[src/rtl/fetch_pc_unit.sv]
// Instruction-fetch stage: program counter, next-PC selection and the IF/ID pipeline register.
// Redirects flush IF/ID (no delay slot); a misaligned redirect target raises a one-cycle addr_err.
module fetch_pc_unit #(
   parameter logic [31:0] RESET_PC = 32'h0000_0000
) (
   input  logic        clk,
   input  logic        reset,
   input  logic        stall,
   input  logic        redirect_valid,
   input  logic [1:0]  redirect_sel,
   input  logic [31:0] branch_base_plus4,
   input  logic [15:0] branch_offset,
   input  logic [31:0] jump_target,
   input  logic [31:0] jr_target,
   output logic [31:0] imem_addr,
   input  logic [31:0] imem_rdata,
   output logic [31:0] if_id_instr,
   output logic [31:0] if_id_pc_plus4,
   output logic        if_id_valid,
   output logic        addr_err
);

   logic [31:0] pc_q, pc_d;
   logic [31:0] if_id_instr_q, if_id_instr_d;
   logic [31:0] if_id_pc_plus4_q, if_id_pc_plus4_d;
   logic        if_id_valid_q, if_id_valid_d;
   logic        addr_err_q, addr_err_d;

   logic [31:0] pc_plus4;
   logic [31:0] branch_target;
   logic [31:0] raw_target;
   logic        redirect_take;

   assign pc_plus4      = pc_q + 32'd4;
   assign branch_target = branch_base_plus4 + {{14{branch_offset[15]}}, branch_offset, 2'b00};
   // Select 11 is reserved and behaves as if no redirect were requested.
   assign redirect_take = redirect_valid && (redirect_sel != 2'b11);

   always_comb begin
      raw_target = branch_target;
      unique case (redirect_sel)
         2'b00:   raw_target = branch_target;
         2'b01:   raw_target = jump_target;
         2'b10:   raw_target = jr_target;
         default: raw_target = branch_target;
      endcase
   end

   always_comb begin
      pc_d             = pc_q;
      if_id_instr_d    = if_id_instr_q;
      if_id_pc_plus4_d = if_id_pc_plus4_q;
      if_id_valid_d    = if_id_valid_q;
      addr_err_d       = 1'b0;
      if (stall) begin
         // Hold everything; the ID-stage redirect decision is not yet trustworthy.
      end else if (redirect_take) begin
         pc_d             = {raw_target[31:2], 2'b00};
         if_id_instr_d    = 32'd0;
         if_id_pc_plus4_d = 32'd0;
         if_id_valid_d    = 1'b0;
         addr_err_d       = |raw_target[1:0];
      end else begin
         pc_d             = pc_plus4;
         if_id_instr_d    = imem_rdata;
         if_id_pc_plus4_d = pc_plus4;
         if_id_valid_d    = 1'b1;
      end
   end

   always_ff @(posedge clk) begin
      if (reset) begin
         pc_q             <= RESET_PC;
         if_id_instr_q    <= 32'd0;
         if_id_pc_plus4_q <= 32'd0;
         if_id_valid_q    <= 1'b0;
         addr_err_q       <= 1'b0;
      end else begin
         pc_q             <= pc_d;
         if_id_instr_q    <= if_id_instr_d;
         if_id_pc_plus4_q <= if_id_pc_plus4_d;
         if_id_valid_q    <= if_id_valid_d;
         addr_err_q       <= addr_err_d;
      end
   end

   assign imem_addr      = pc_q;
   assign if_id_instr    = if_id_instr_q;
   assign if_id_pc_plus4 = if_id_pc_plus4_q;
   assign if_id_valid    = if_id_valid_q;
   assign addr_err       = addr_err_q;

endmodule

[config.mk]
export PLATFORM = sky130hd
export DESIGN_NAME = fetch_pc_unit
export DESIGN_NICKNAME = d
export VERILOG_FILES = /design/src/rtl/fetch_pc_unit.sv
export SDC_FILE = /design/constraint.sdc
export NUM_CORES = 1
export LEC_CHECK = 0
export ABC_AREA = 1
export CORE_MARGIN = 5
export CORE_UTILIZATION = 42
export DETAILED_ROUTE_END_ITERATION = 10
export PLACE_DENSITY = 0.78
export SYNTH_ARGS = -nofsm -noshare
export SYNTH_HDL_FRONTEND = slang
export SYNTH_SLANG_ARGS = --single-unit
export TNS_END_PERCENT = 30
[constraint.sdc]
create_clock -name clk -period 1.8 [get_ports clk]
set_clock_uncertainty 0.2 [all_clocks]
set_input_delay 0.18 -clock clk [delete_from_list [all_inputs] [get_ports clk]]
set_output_delay 0.18 -clock clk [all_outputs]
set_load 0.005 [all_outputs]
Word-level counts from Yosys, hierarchy flattened

Cells that the tools add are included.

Word-level logic and storage cells: 19
Flip-flop bits (word level): 98
Output and inout port bits: 98
Bits of input ports: 150

Add/subtract/negate cells: 2
Reductions and logical operators: 3
Muxes and demuxes: 5
Eq/ne operators: 3
Bitwise operators: 1

Operator list:

| operator              | number |
|---|---|
| $mux 32               | 3 |
| $pmux 32 s2           | 1 |
| $add 32x3->32 const B | 1 |
| $add 32x32->32        | 1 |
| $reduce_or 3->1       | 1 |
| $eq 2x1->1 const B    | 1 |
| $eq 2x2->1 const B    | 1 |
| $ne 2x2->1 const B    | 1 |
| $reduce_or 2->1       | 1 |
| $logic_and 1x1->1     | 1 |
| $mux 1                | 1 |
| $not 1->1             | 1 |

Longest topological paths before layout

Gate-level depths: netlist (run 1).

Depth in word-level cells: 4
Mapped depth: 15
Mapped depth without buffers: 15

Worst setup path before layout (run 1)

Ideal clock, no wire load.

Path kind: input to register
From: input branch_base_plus4[2]
To: register pc_q[16], in the netlist imem_addr[16]
Required time: 1.530 ns
Path buffers: 0
Stages: 13
Arrival time: 1.654 ns
Library setup time: 0.070 ns
Setup slack: -0.123 ns
Cells stage by stage: ha_1 -> fa_1 -> nand3_1 -> nand3_1 -> nand2_1 -> nand2_1 -> nand2_1 -> nand2_1 -> nand2_1 -> nand2_1 -> o21ai_1 -> nand2_1 -> a21oi_1

Word-level cells in the longest chain between the ends: 3

Ends and longest elaborated chain:

| element              | RTL line | text |
|---|---|---|
| from (decl)          | 11       | `input logic [31:0] branch_base_plus4,` |
| $add 32x32->32       | 35       | `assign branch_target = branch_base_plus4 + {{14{branch_offset[15]}}, branch_offset, 2'b00};` |
| $pmux 32 s2          | 41       | `unique case (redirect_sel)` |
| $mux 32              | 57       | `end else if (redirect_take) begin` |
| to (signal assigned) | 79       | `pc_q <= pc_d;` |
| to (decl)            | 23       | `logic [31:0] pc_q, pc_d;` |

Every way passes these cells.
A chain may end at the register's enable or synchronous reset.

Worst setup path after layout (run 1)

From: input branch_base_plus4[11]
To: register pc_q[21], in the netlist imem_addr[21]

Same word-level chain as after synthesis.

==> run metrics, run 1 <==
status=finished with violations; failing checks=negative setup slack; row cnt=47; Final Critical Period=1960 ps; CP Data Arrival Time=1980 ps; first-pass detailed-route iteration total=5; commonest non-fill, non-tap cell in the layout=clkdlybuf4s50_1; Pleak=5.99 nW; Seq/Total Area, Yosys=27.1%; nets@finish=1,704; die width=139 um; vias in the first global route=9,126; clk buf depth=2; Total Wirelength=32,300 um; first-pass GRT wire length=46,900 um; warnings from Yosys=0; Post-DP HPWL=23,200 um; P_sw=2.55 mW; core box area=16,500 um2; GRT Util Overall=29.7%; hold crit path type=flop to flop; clk slew on worst S/H paths=70 ps; DRC marker count from the first detailed-route iteration=855; final instance area=13,100 um2; Setup violations, final=23; Top Ports=248; largest net degree at the start of global routing=55; sw frac=34.3%; Die Area=19,400 um2; Syn-to-layout area delta=87.0%; total gr overflow=0; IO Port Bufs=245; Setup crit end kind=flop; die height=139 um; CP required=1820 ps; worst skew pair latency=350 ps; Via-to-Cell Ratio=5.51; MaxCap Viol Count=0; most frequent cells in the layout=clkdlybuf4s50_1, nand2_1, buf_4; Final Total Pwr=7.43 mW; dpl ws=-934 ps; CP Max Fanout=4; Power Dens Cells=566 nW/um2; cell count after synthesis=1,102; Clock Sinks=95; antenna-violating nets left=0; Gate power share=41.8%; Seq cells post-synth=95; Root Driver=clkbuf_16; peak supply drop=523 uV; Worst Hold Path Cells=2; internal power=4.88 mW; H-tree levels=3; f_max=511 MHz; Crit Path Class=input pin to flop; Reg power frac=31.6%; post-route DRC violation count=0; Placement Cell Area=11,000 um2; starting density of the core=42.5%; Final WS setup=-156 ps; setup_tns=-658 ps; synthesized area per cell=6.38 um2; final max-slew violation count=0; Layout fillers=1,071; Reg2Reg Depth=11; Fin. Hold Viols=0; Hold WS=260 ps; clock share of power=26.6%; synth unique cells=43; TritonCTS Buffers=9; ANT cells=0; vias=9,608; final period utilization=109%; cts hold-fix bufs=0; CP startpoint kind=input pin; RSZ-0062 raised after global routing=true; initial antenna violation count=0; post-DR wirelength/cell=18.5 um; CTS tree=yes; layout cells sized above 1=38.0%; cell area after synthesis=7030 um2; GPL Wtd Cong=0.998
## cell usage after synthesis
| cell | n | share of area [%] |
|---|---|---|
| a21o_1 | 1 | 0.11 |
| a21oi_1 | 56 | 4.0 |
| a21oi_2 | 5 | 0.62 |
| a221o_1 | 8 | 1.1 |
| a221oi_1 | 3 | 0.37 |
| a22o_1 | 18 | 2.2 |
| a31o_2 | 2 | 0.25 |
| a31oi_1 | 4 | 0.36 |
| a32o_1 | 32 | 4.6 |
| and3_1 | 1 | 0.089 |
| buf_1 | 1 | 0.053 |
| buf_2 | 8 | 0.57 |
| buf_4 | 4 | 0.43 |
| clkbuf_1 | 32 | 1.7 |
| clkinv_1 | 2 | 0.11 |
| conb_1 | 1 | 0.053 |
| dfxtp_1 | 95 | 27 |
| fa_1 | 1 | 0.28 |
| ha_1 | 33 | 5.9 |
| inv_1 | 147 | 7.9 |
| inv_2 | 8 | 0.43 |
| nand2_1 | 290 | 15 |
| nand2_2 | 8 | 0.71 |
| nand3_1 | 69 | 4.9 |
| nand3_2 | 2 | 0.28 |
| nand3b_1 | 5 | 0.53 |
| nand4_1 | 12 | 1.1 |
| nor2_1 | 94 | 5.0 |
| nor2_2 | 9 | 0.80 |
| nor2_4 | 2 | 0.32 |
| nor3_1 | 14 | 1.0 |
| nor3_2 | 8 | 1.1 |
| nor3b_2 | 1 | 0.18 |
| o211ai_1 | 2 | 0.21 |
| o21ai_0 | 86 | 6.1 |
| o21ai_1 | 5 | 0.36 |
| o21bai_1 | 10 | 1.1 |
| o311ai_0 | 1 | 0.12 |
| o31ai_1 | 2 | 0.21 |
| or2_1 | 1 | 0.089 |
| or2_2 | 5 | 0.45 |
| xnor2_1 | 3 | 0.37 |
| xor2_1 | 11 | 1.4 |
## worst max-delay path: stages
cell and delay (ps):
dlygate4sd2_1 260, ha_4 320, nand2_4 70, nor2_1 290, nand2_2 140, nand2_1 100
nand2_1 90, nand3_1 110, nand2_1 70, nand3_2 80, nand2_2 70, nand2_2 110
a21oi_2 60
## sequential cells by signal, summed over array words and instances (netlist names)
register and cells:
imem_addr 30, if_id_valid 1, if_id_pc_plus4 31, if_id_instr 32, addr_err 1
## power groups by stage
stage / Clock [mW] / Combinational (mW) / Sequential (mW)
floorplan: 0 / 1.04 / 2.39
global placement: 0 / 2.41 / 2.37
detailed placement: 0 / 2.43 / 2.38
CTS: 1.99 / 2.74 / 2.34
global route: 2.08 / 3.30 / 2.36
finish: 1.98 / 3.11 / 2.35
## metal layers
metal / GRT usage, % / part of all wire, %
met3: 6.38 / 9.1
met2: 51.3 / 49
met1: 36.9 / 38
met5: 0 / 0
met4: 9.42 / 4.0
## metrics by stage
stage               util (%)  std cells
global placement        66.4       1696
floorplan                  -       1103
finish                  79.5       1745
global route            79.5       1745
detailed placement      66.4       1696
CTS                     74.3       1733
## logic make-up after synthesis
| group | count (synthesis) | share of synthesized area [%] |
|---|---|---|
| other | 1 | 0.0534 |
| and+or+nand+nor | 521 | 32.1 |
| adders and majority gates | 34 | 6.16 |
| buffers and inverters | 202 | 11.1 |
| xor gates and xnor gates | 14 | 1.75 |
| DFF | 95 | 27.1 |
| AOI/OAI and AO/OA | 235 | 21.7 |
## final timing paths
check                        startpoint                  to  slack, ps
setup reg to reg           imem_addr[2]       imem_addr[12]        -50
setup / recovery  branch_base_plus4[11]       imem_addr[21]       -160
hold reg to reg      if_id_pc_plus4[31]  if_id_pc_plus4[31]        260
hold / removal       if_id_pc_plus4[31]  if_id_pc_plus4[31]        260
## final cells by class
type	instances	area, um2	area share [%]
multi-input cells	806	5890	44.8
clock inverters	6	68.8	0.524
flip-flops and latches	95	1950	14.9
clock buffers	10	239	1.82
repair buffers	451	4120	31.3
inverters	157	594	4.52
well taps	220	275	2.10
## what timing repair did
action / 4_1_cts / 5_1_grt
endpoints found under the setup margin: 91 / 78
setup buffers: 20 / 13
hold endpoints to repair: 0 / 0
cloned: 1 / 0
pin swaps: 82 / 133
resized for setup: 247 / 248
(Power assumes the default switching activity.)
==> inputs of run 2 (changes only) <==
--- a/config.mk
+++ b/config.mk
@@ -9,6 +9,7 @@
 export CORE_MARGIN = 5
 export CORE_UTILIZATION = 42
 export DETAILED_ROUTE_END_ITERATION = 10
+export HOLD_SLACK_MARGIN = 0.1
 export PLACE_DENSITY = 0.78
 export SYNTH_ARGS = -nofsm -noshare
 export SYNTH_HDL_FRONTEND = slang
==> results of run 2 <==
Same layout as run 1: the final DEF is identical, and so are final timing and power.
==> edit 1, RTL diff (flow settings as in run 1) <==
Add an input register stage for `jump_target`, without a reset; this delays it by one clock. The other inputs are not delayed to match.
--- a/src/rtl/fetch_pc_unit.sv
+++ b/src/rtl/fetch_pc_unit.sv
@@ -21,4 +21,10 @@
 );
 
+   logic [31:0] jump_target_q;
+
+   always_ff @(posedge clk) begin
+      jump_target_q <= jump_target;
+   end
+
    logic [31:0] pc_q, pc_d;
    logic [31:0] if_id_instr_q, if_id_instr_d;
@@ -41,5 +47,5 @@
       unique case (redirect_sel)
          2'b00:   raw_target = branch_target;
-         2'b01:   raw_target = jump_target;
+         2'b01:   raw_target = jump_target_q;
          2'b10:   raw_target = jr_target;
          default: raw_target = branch_target;
Behaviour: not the same (a bounded check fails within 4 cycles, from zero or initial values and one cycle with reset high).
==> edit 1 against run 1 <==
  * The run still ends with setup timing left
  * Power up 30%
  * Count of clock-buffer cells in the layout up 7
  * First-iteration DRC count increased by 29%
  * Final area grew 4.9%
  * Routed wire length grew 11%
  * Synthesized area increased by 8.9%
  * Utilization down 2.8 points
  * Register-to-register slack worse by 40 ps
  * Synthesized cell count rose by 2.9%
  * Sequential cell count rose by 32
  * Sequential share of layout area grew 4.0 points
  * Setup slack better by 64 ps
  * Largest cell class unchanged
==> edit 1: results (changes against run 1) <==
stage,metric,value,unit,change
yosys,synth_compound_area_share,20.4,%,was 21.7%
worst_setup_path,critPathArrivalTime,2010,ps,was 1980 ps
pwr,p_leak,6.40,nW,was 5.99 nW
grt,grt_pass1_wl,53000,um,was 46900 um
place,dpl.hpwl,23300,um,was 23200 um
grt,grt_pass1_vias,9952,,was 9126
clock_tree,insertion_delay,440,ps,was 350 ps
detailed_routing,dr_wl_met2,16900,um,was 15700 um
yosys,ys_top_cells_by_count,"nand2_1 (301), inv_1 (144), dfxtp_1 (127)",,"was nand2_1 (290), inv_1 (147), dfxtp_1 (95)"
detailed_routing,first_pass_iters,7,,was 5
detailed_routing,drt-met1-wl,12900,um,was 12400 um
status,violations,setup timing,,unchanged
yosys,synth-xor-area-share,1.14,%,was 1.75%
place,pre_cts_ws,-809,ps,was -934 ps
grt,grt_max_degree,46,,was 55
worst_setup_path,cp_max_fo,3,,was 4
grt,track_usage,31.0,%,was 29.7%
cells_and_area,drive_gt1_share,32.2,%,was 38.0%
status,status,finished with violations,,unchanged
timing,final-setup-viol-count,26,,was 23
detailed_routing,wl_per_cell,19.9,um,was 18.5 um
pwr,p_int,6.42,mW,was 4.88 mW
worst_setup_path,cp_slowest_cell,dfxtp_4,,was ha_4
place,placed_area,11500,um2,was 11000 um2
detailed_routing,drt_iter0_markers,1104,,was 855
place,gp_congestion,0.974,,was 0.998
timing,fin_ws,-92.9,ps,was -156 ps
==> edit 1: cell families after synthesis <==
logic type	Yosys count
other	1
buffers and inverters	199
adder cells (fa/ha/maj)	34
flip-flops	127
XOR/XNOR	10
AO/OA/AOI/OAI	243
AND/OR/NAND/NOR	520
==> edit 1: routing by layer <==
layer	vias up	track usage [%]
met5	-	0
met4	0	18.5
met3	192	8.39
met2	710	50.7
met1	4657	36.4
li1	4604	-
==> edit 1: power by group through the flow <==
| stage | Clock, mW | Sequential (mW) | Combinational (mW) |
|---|---|---|---|
| final | 3.53 | 3.11 | 2.99 |
| after floorplan | 0 | 3.16 | 1.03 |
| after CTS | 3.54 | 3.10 | 2.68 |
| after global placement | 0 | 3.14 | 2.38 |
| after detailed placement | 0 | 3.14 | 2.40 |
| after global routing | 3.68 | 3.13 | 3.19 |
==> edit 1: final cells by class <==
| cell class | instances | share of cell area, % |
|---|---|---|
| well taps | 229 | 2.08 |
| repair buffers | 447 | 30.3 |
| multi-input cells | 809 | 40.1 |
| clock inverters | 15 | 1.24 |
| clock buffers | 17 | 3.09 |
| inverters | 155 | 4.29 |
| flip-flops and latches | 127 | 18.9 |
==> edit 1: timing repair <==
| action | 4_1_cts | 5_1_grt |
|---|---|---|
| hold endpoints to repair | 25 | 0 |
| hold buffers | 25 | 0 |
| setup endpoints to repair | 66 | 91 |
| cloned | 1 | 0 |
| buffers inserted | 12 | 8 |
| pin swaps | 55 | 64 |
| resized for setup | 228 | 182 |
==> edit 1: final timing paths <==
kind,from,endpoint,slack (ps),depth (start not counted)
worst max-delay path,imem_addr[3],imem_addr[10],-90,11
worst min register to register,if_id_pc_plus4[31],if_id_pc_plus4[31],260,2
worst max register to register,imem_addr[3],imem_addr[10],-90,11
worst min-delay path,jump_target[26],jump_target_q[26],9,1
==> edit 1: stage by stage <==
| step | TNS [ps] | util (%) | hold WS [ps] |
|---|---|---|---|
| after global placement | -33970 | 64.1 | 241 |
| after global routing | -4000 | 76.7 | 5.97 |
| after floorplan | -28.4 | - | 7.72 |
| after CTS | -734 | 73.3 | 3.55 |
| after detailed placement | -37800 | 64.1 | 244 |
| final | -1120 | 76.7 | 9.35 |
==> edit 2, RTL diff (config.mk and constraints of run 1) <==
Without the edit above. Reset style: asynchronous (`reset`), changed in one clocked block.
--- a/src/rtl/fetch_pc_unit.sv
+++ b/src/rtl/fetch_pc_unit.sv
@@ -69,5 +69,5 @@
    end
 
-   always_ff @(posedge clk) begin
+   always_ff @(posedge clk or posedge reset) begin
       if (reset) begin
          pc_q             <= RESET_PC;
Check against the original RTL: differs if reset is asserted again (counterexample within 4 cycles, from zero or initial values and one cycle with reset high); with reset held inactive, the same outputs for 10 cycles.
==> edit 2 against run 1 <==
  * Power rose by 19%
  * The run ends with hold timing, setup timing left
  * Routed wire length fell by 7.6%
  * Sequential power is 15% higher
  * Setup slack worse by 66 ps
  * Critical path type is now flop to flop
  * Final area shrank 4.6%
  * Global-route usage down 1.9 points
  * Maximum frequency is 3.3% lower
  * Synthesized area rose by 1.2%
  * Sequential share of layout area increased by 4.2 points
  * Sequential cell count is the same
==> edit 2: results (changes against run 1) <==
stage,metric,value,unit,change
cells_and_area,fill_cells,1201,,was 1071
worst_setup_path,r2r-start,imem_addr[2],,unchanged
yosys,yosysSeqAreaShare,33.4,%,was 27.1%
pwr,p_leak,5.94,nW,was 5.99 nW
grt,grt_max_degree,37,,was 55
detailed_routing,drt_iter0_markers,673,,was 855
timing,final-setup-viol-count,46,,was 23
cells_and_area,drive_gt1_share,32.5,%,was 38.0%
detailed_routing,routed_wl,29800,um,was 32300 um
timing,fin_ws,-222,ps,was -156 ps
place,gp_congestion,0.917,,was 0.998
place,dpl.hpwl,22200,um,was 23200 um
worst_setup_path,slowest_delay,360,ps,was 320 ps
status,status,finished with violations,,unchanged
yosys,synthTopCellsByArea,"dfrtp_1 (33%), nand2_1 (13%), nor2_1 (6.5%)",,"was dfxtp_1 (27%), nand2_1 (15%), inv_1 (7.9%)"
clock_tree,clock_path_buffers,2,,unchanged
status,violations,"hold timing, setup timing",,was setup timing
detailed_routing,vias,8934,,was 9608
timing,fin_setup_tns,-3870,ps,was -658 ps
timing,hold_ws,-1.97,ps,was 260 ps
worst_setup_path,reg2regPathDepth,12,,was 11
grt,grt_pass1_vias,8790,,was 9126
worst_setup_path,r2r_end,imem_addr[12],,unchanged
worst_setup_path,cp_slowest_cell,dfrtp_1,,was ha_4
worst_setup_path,critPathArrivalTime,2050,ps,was 1980 ps
timing,report.final.hold_viol_count,4,,was 0
grt,grt_pass1_wl,44500,um,was 46900 um
cells_and_area,antenna_cells,0,,unchanged
grt,antenna_found_initial,0,,unchanged
yosys,synth-main-ff-cell,dfrtp_1,,was dfxtp_1
pwr,vdd_ir_drop_max,0.000551,V,was 0.000523 V
clock_tree,h-tree-depth,3,,unchanged
cells_and_area,nNetsFinal,1608,,was 1704
place,numPortBuffers,245,,unchanged
worst_setup_path,cp_max_fo,4,,unchanged
min_path,hp-class,input pin to async pin,,was flop to flop
yosys,ys_top_cells_by_count,"nand2_1 (244), nor2_1 (123), inv_1 (122)",,"was nand2_1 (290), inv_1 (147), dfxtp_1 (95)"
clock_tree,cts_made_buffers,9,,unchanged
grt,track_usage,27.8,%,was 29.7%
yosys,synth_cell_types,45,,was 43
yosys,yosysWarnings,0,,unchanged
yosys,async_reset_ff_share,100,%,was 0%
place,placed_area,11000,um2,about the same
==> edit 2: layout make-up <==
class,count,area (um2),area share (%)
timing repair buffer,438,4020,32.1
clock buffer,9,225,1.80
inverter,127,485,3.87
sequential,95,2390,19.0
multi-input combinational,753,5080,40.5
tap,220,275,2.19
clock inverter,7,63.8,0.509
==> edit 2: logic make-up after synthesis <==
logic type,Yosys count,synth area share (%)
AND/OR/NAND/NOR,503,31.1
AO/OA/AOI/OAI,204,19.1
buffers and inverters,162,8.97
flip-flops,95,33.4
adder cells (fa/ha/maj),34,6.09
XOR/XNOR,10,1.23
other,1,0.0527
==> edit 2: report_power, final <==
part	total (mW)	switching, mW	internal [mW]
registers	2.71	0.271	2.44
logic	4.23	2.05	2.18
clock network	1.90	0.929	0.972
total	8.84	3.25	5.59
==> edit 2: how the worst max path moves through the flow <==
stage | from | end | slack (ps) | depth (start not counted)
global route | imem_addr[2] | imem_addr[21] | -270 | 12
finish | imem_addr[2] | imem_addr[12] | -220 | 12
CTS | imem_addr[2] | imem_addr[14] | -130 | 12
detailed placement | branch_offset[15] | imem_addr[18] | -920 | 13
floorplan | branch_base_plus4[2] | imem_addr[28] | -230 | 16
global placement | branch_offset[15] | imem_addr[18] | -920 | 13
==> edit 2: what timing repair did <==
action / 4_1_cts / 5_1_grt
setup buffers: 14 / 11
resized for setup: 222 / 127
hold endpoints to repair: 3 / 0
endpoints found under the setup margin: 69 / 67
hold buffers: 1 / 0
pin swaps: 64 / 31
==> edit 2: critical path, delay by kind of cell (launching register included) <==
family | cells | cell delay, ps
AOI/OAI and AO/OA | 3 | 340
adders and majority gates | 1 | 190
buffers and inverters | 2 | 190
DFF | 1 | 360
and+or+nand+nor | 6 | 630
==> edit 2: per-stage QoR <==
step	setup WS [ps]	hold slack, ps	total power [mW]	util, %	instances
final	-222	-1.97	8.84	75.6	1649
after global routing	-274	27.7	9.27	75.6	1649
after CTS	-126	8.04	8.44	72.8	1638
after detailed placement	-917	268	6.25	66.6	1608
after global placement	-921	265	6.18	66.6	1608
after floorplan	-232	113	4.12	-	1010
==> edit 2: per-layer routing <==
metal | up-vias | global-route usage, % | part of all wire, %
met5 | - | 0 | 0
met4 | 0 | 8.41 | 3.7
met3 | 98 | 4.64 | 7.5
met2 | 419 | 49.1 | 50
met1 | 4223 | 34.9 | 39
li1 | 4194 | - | -
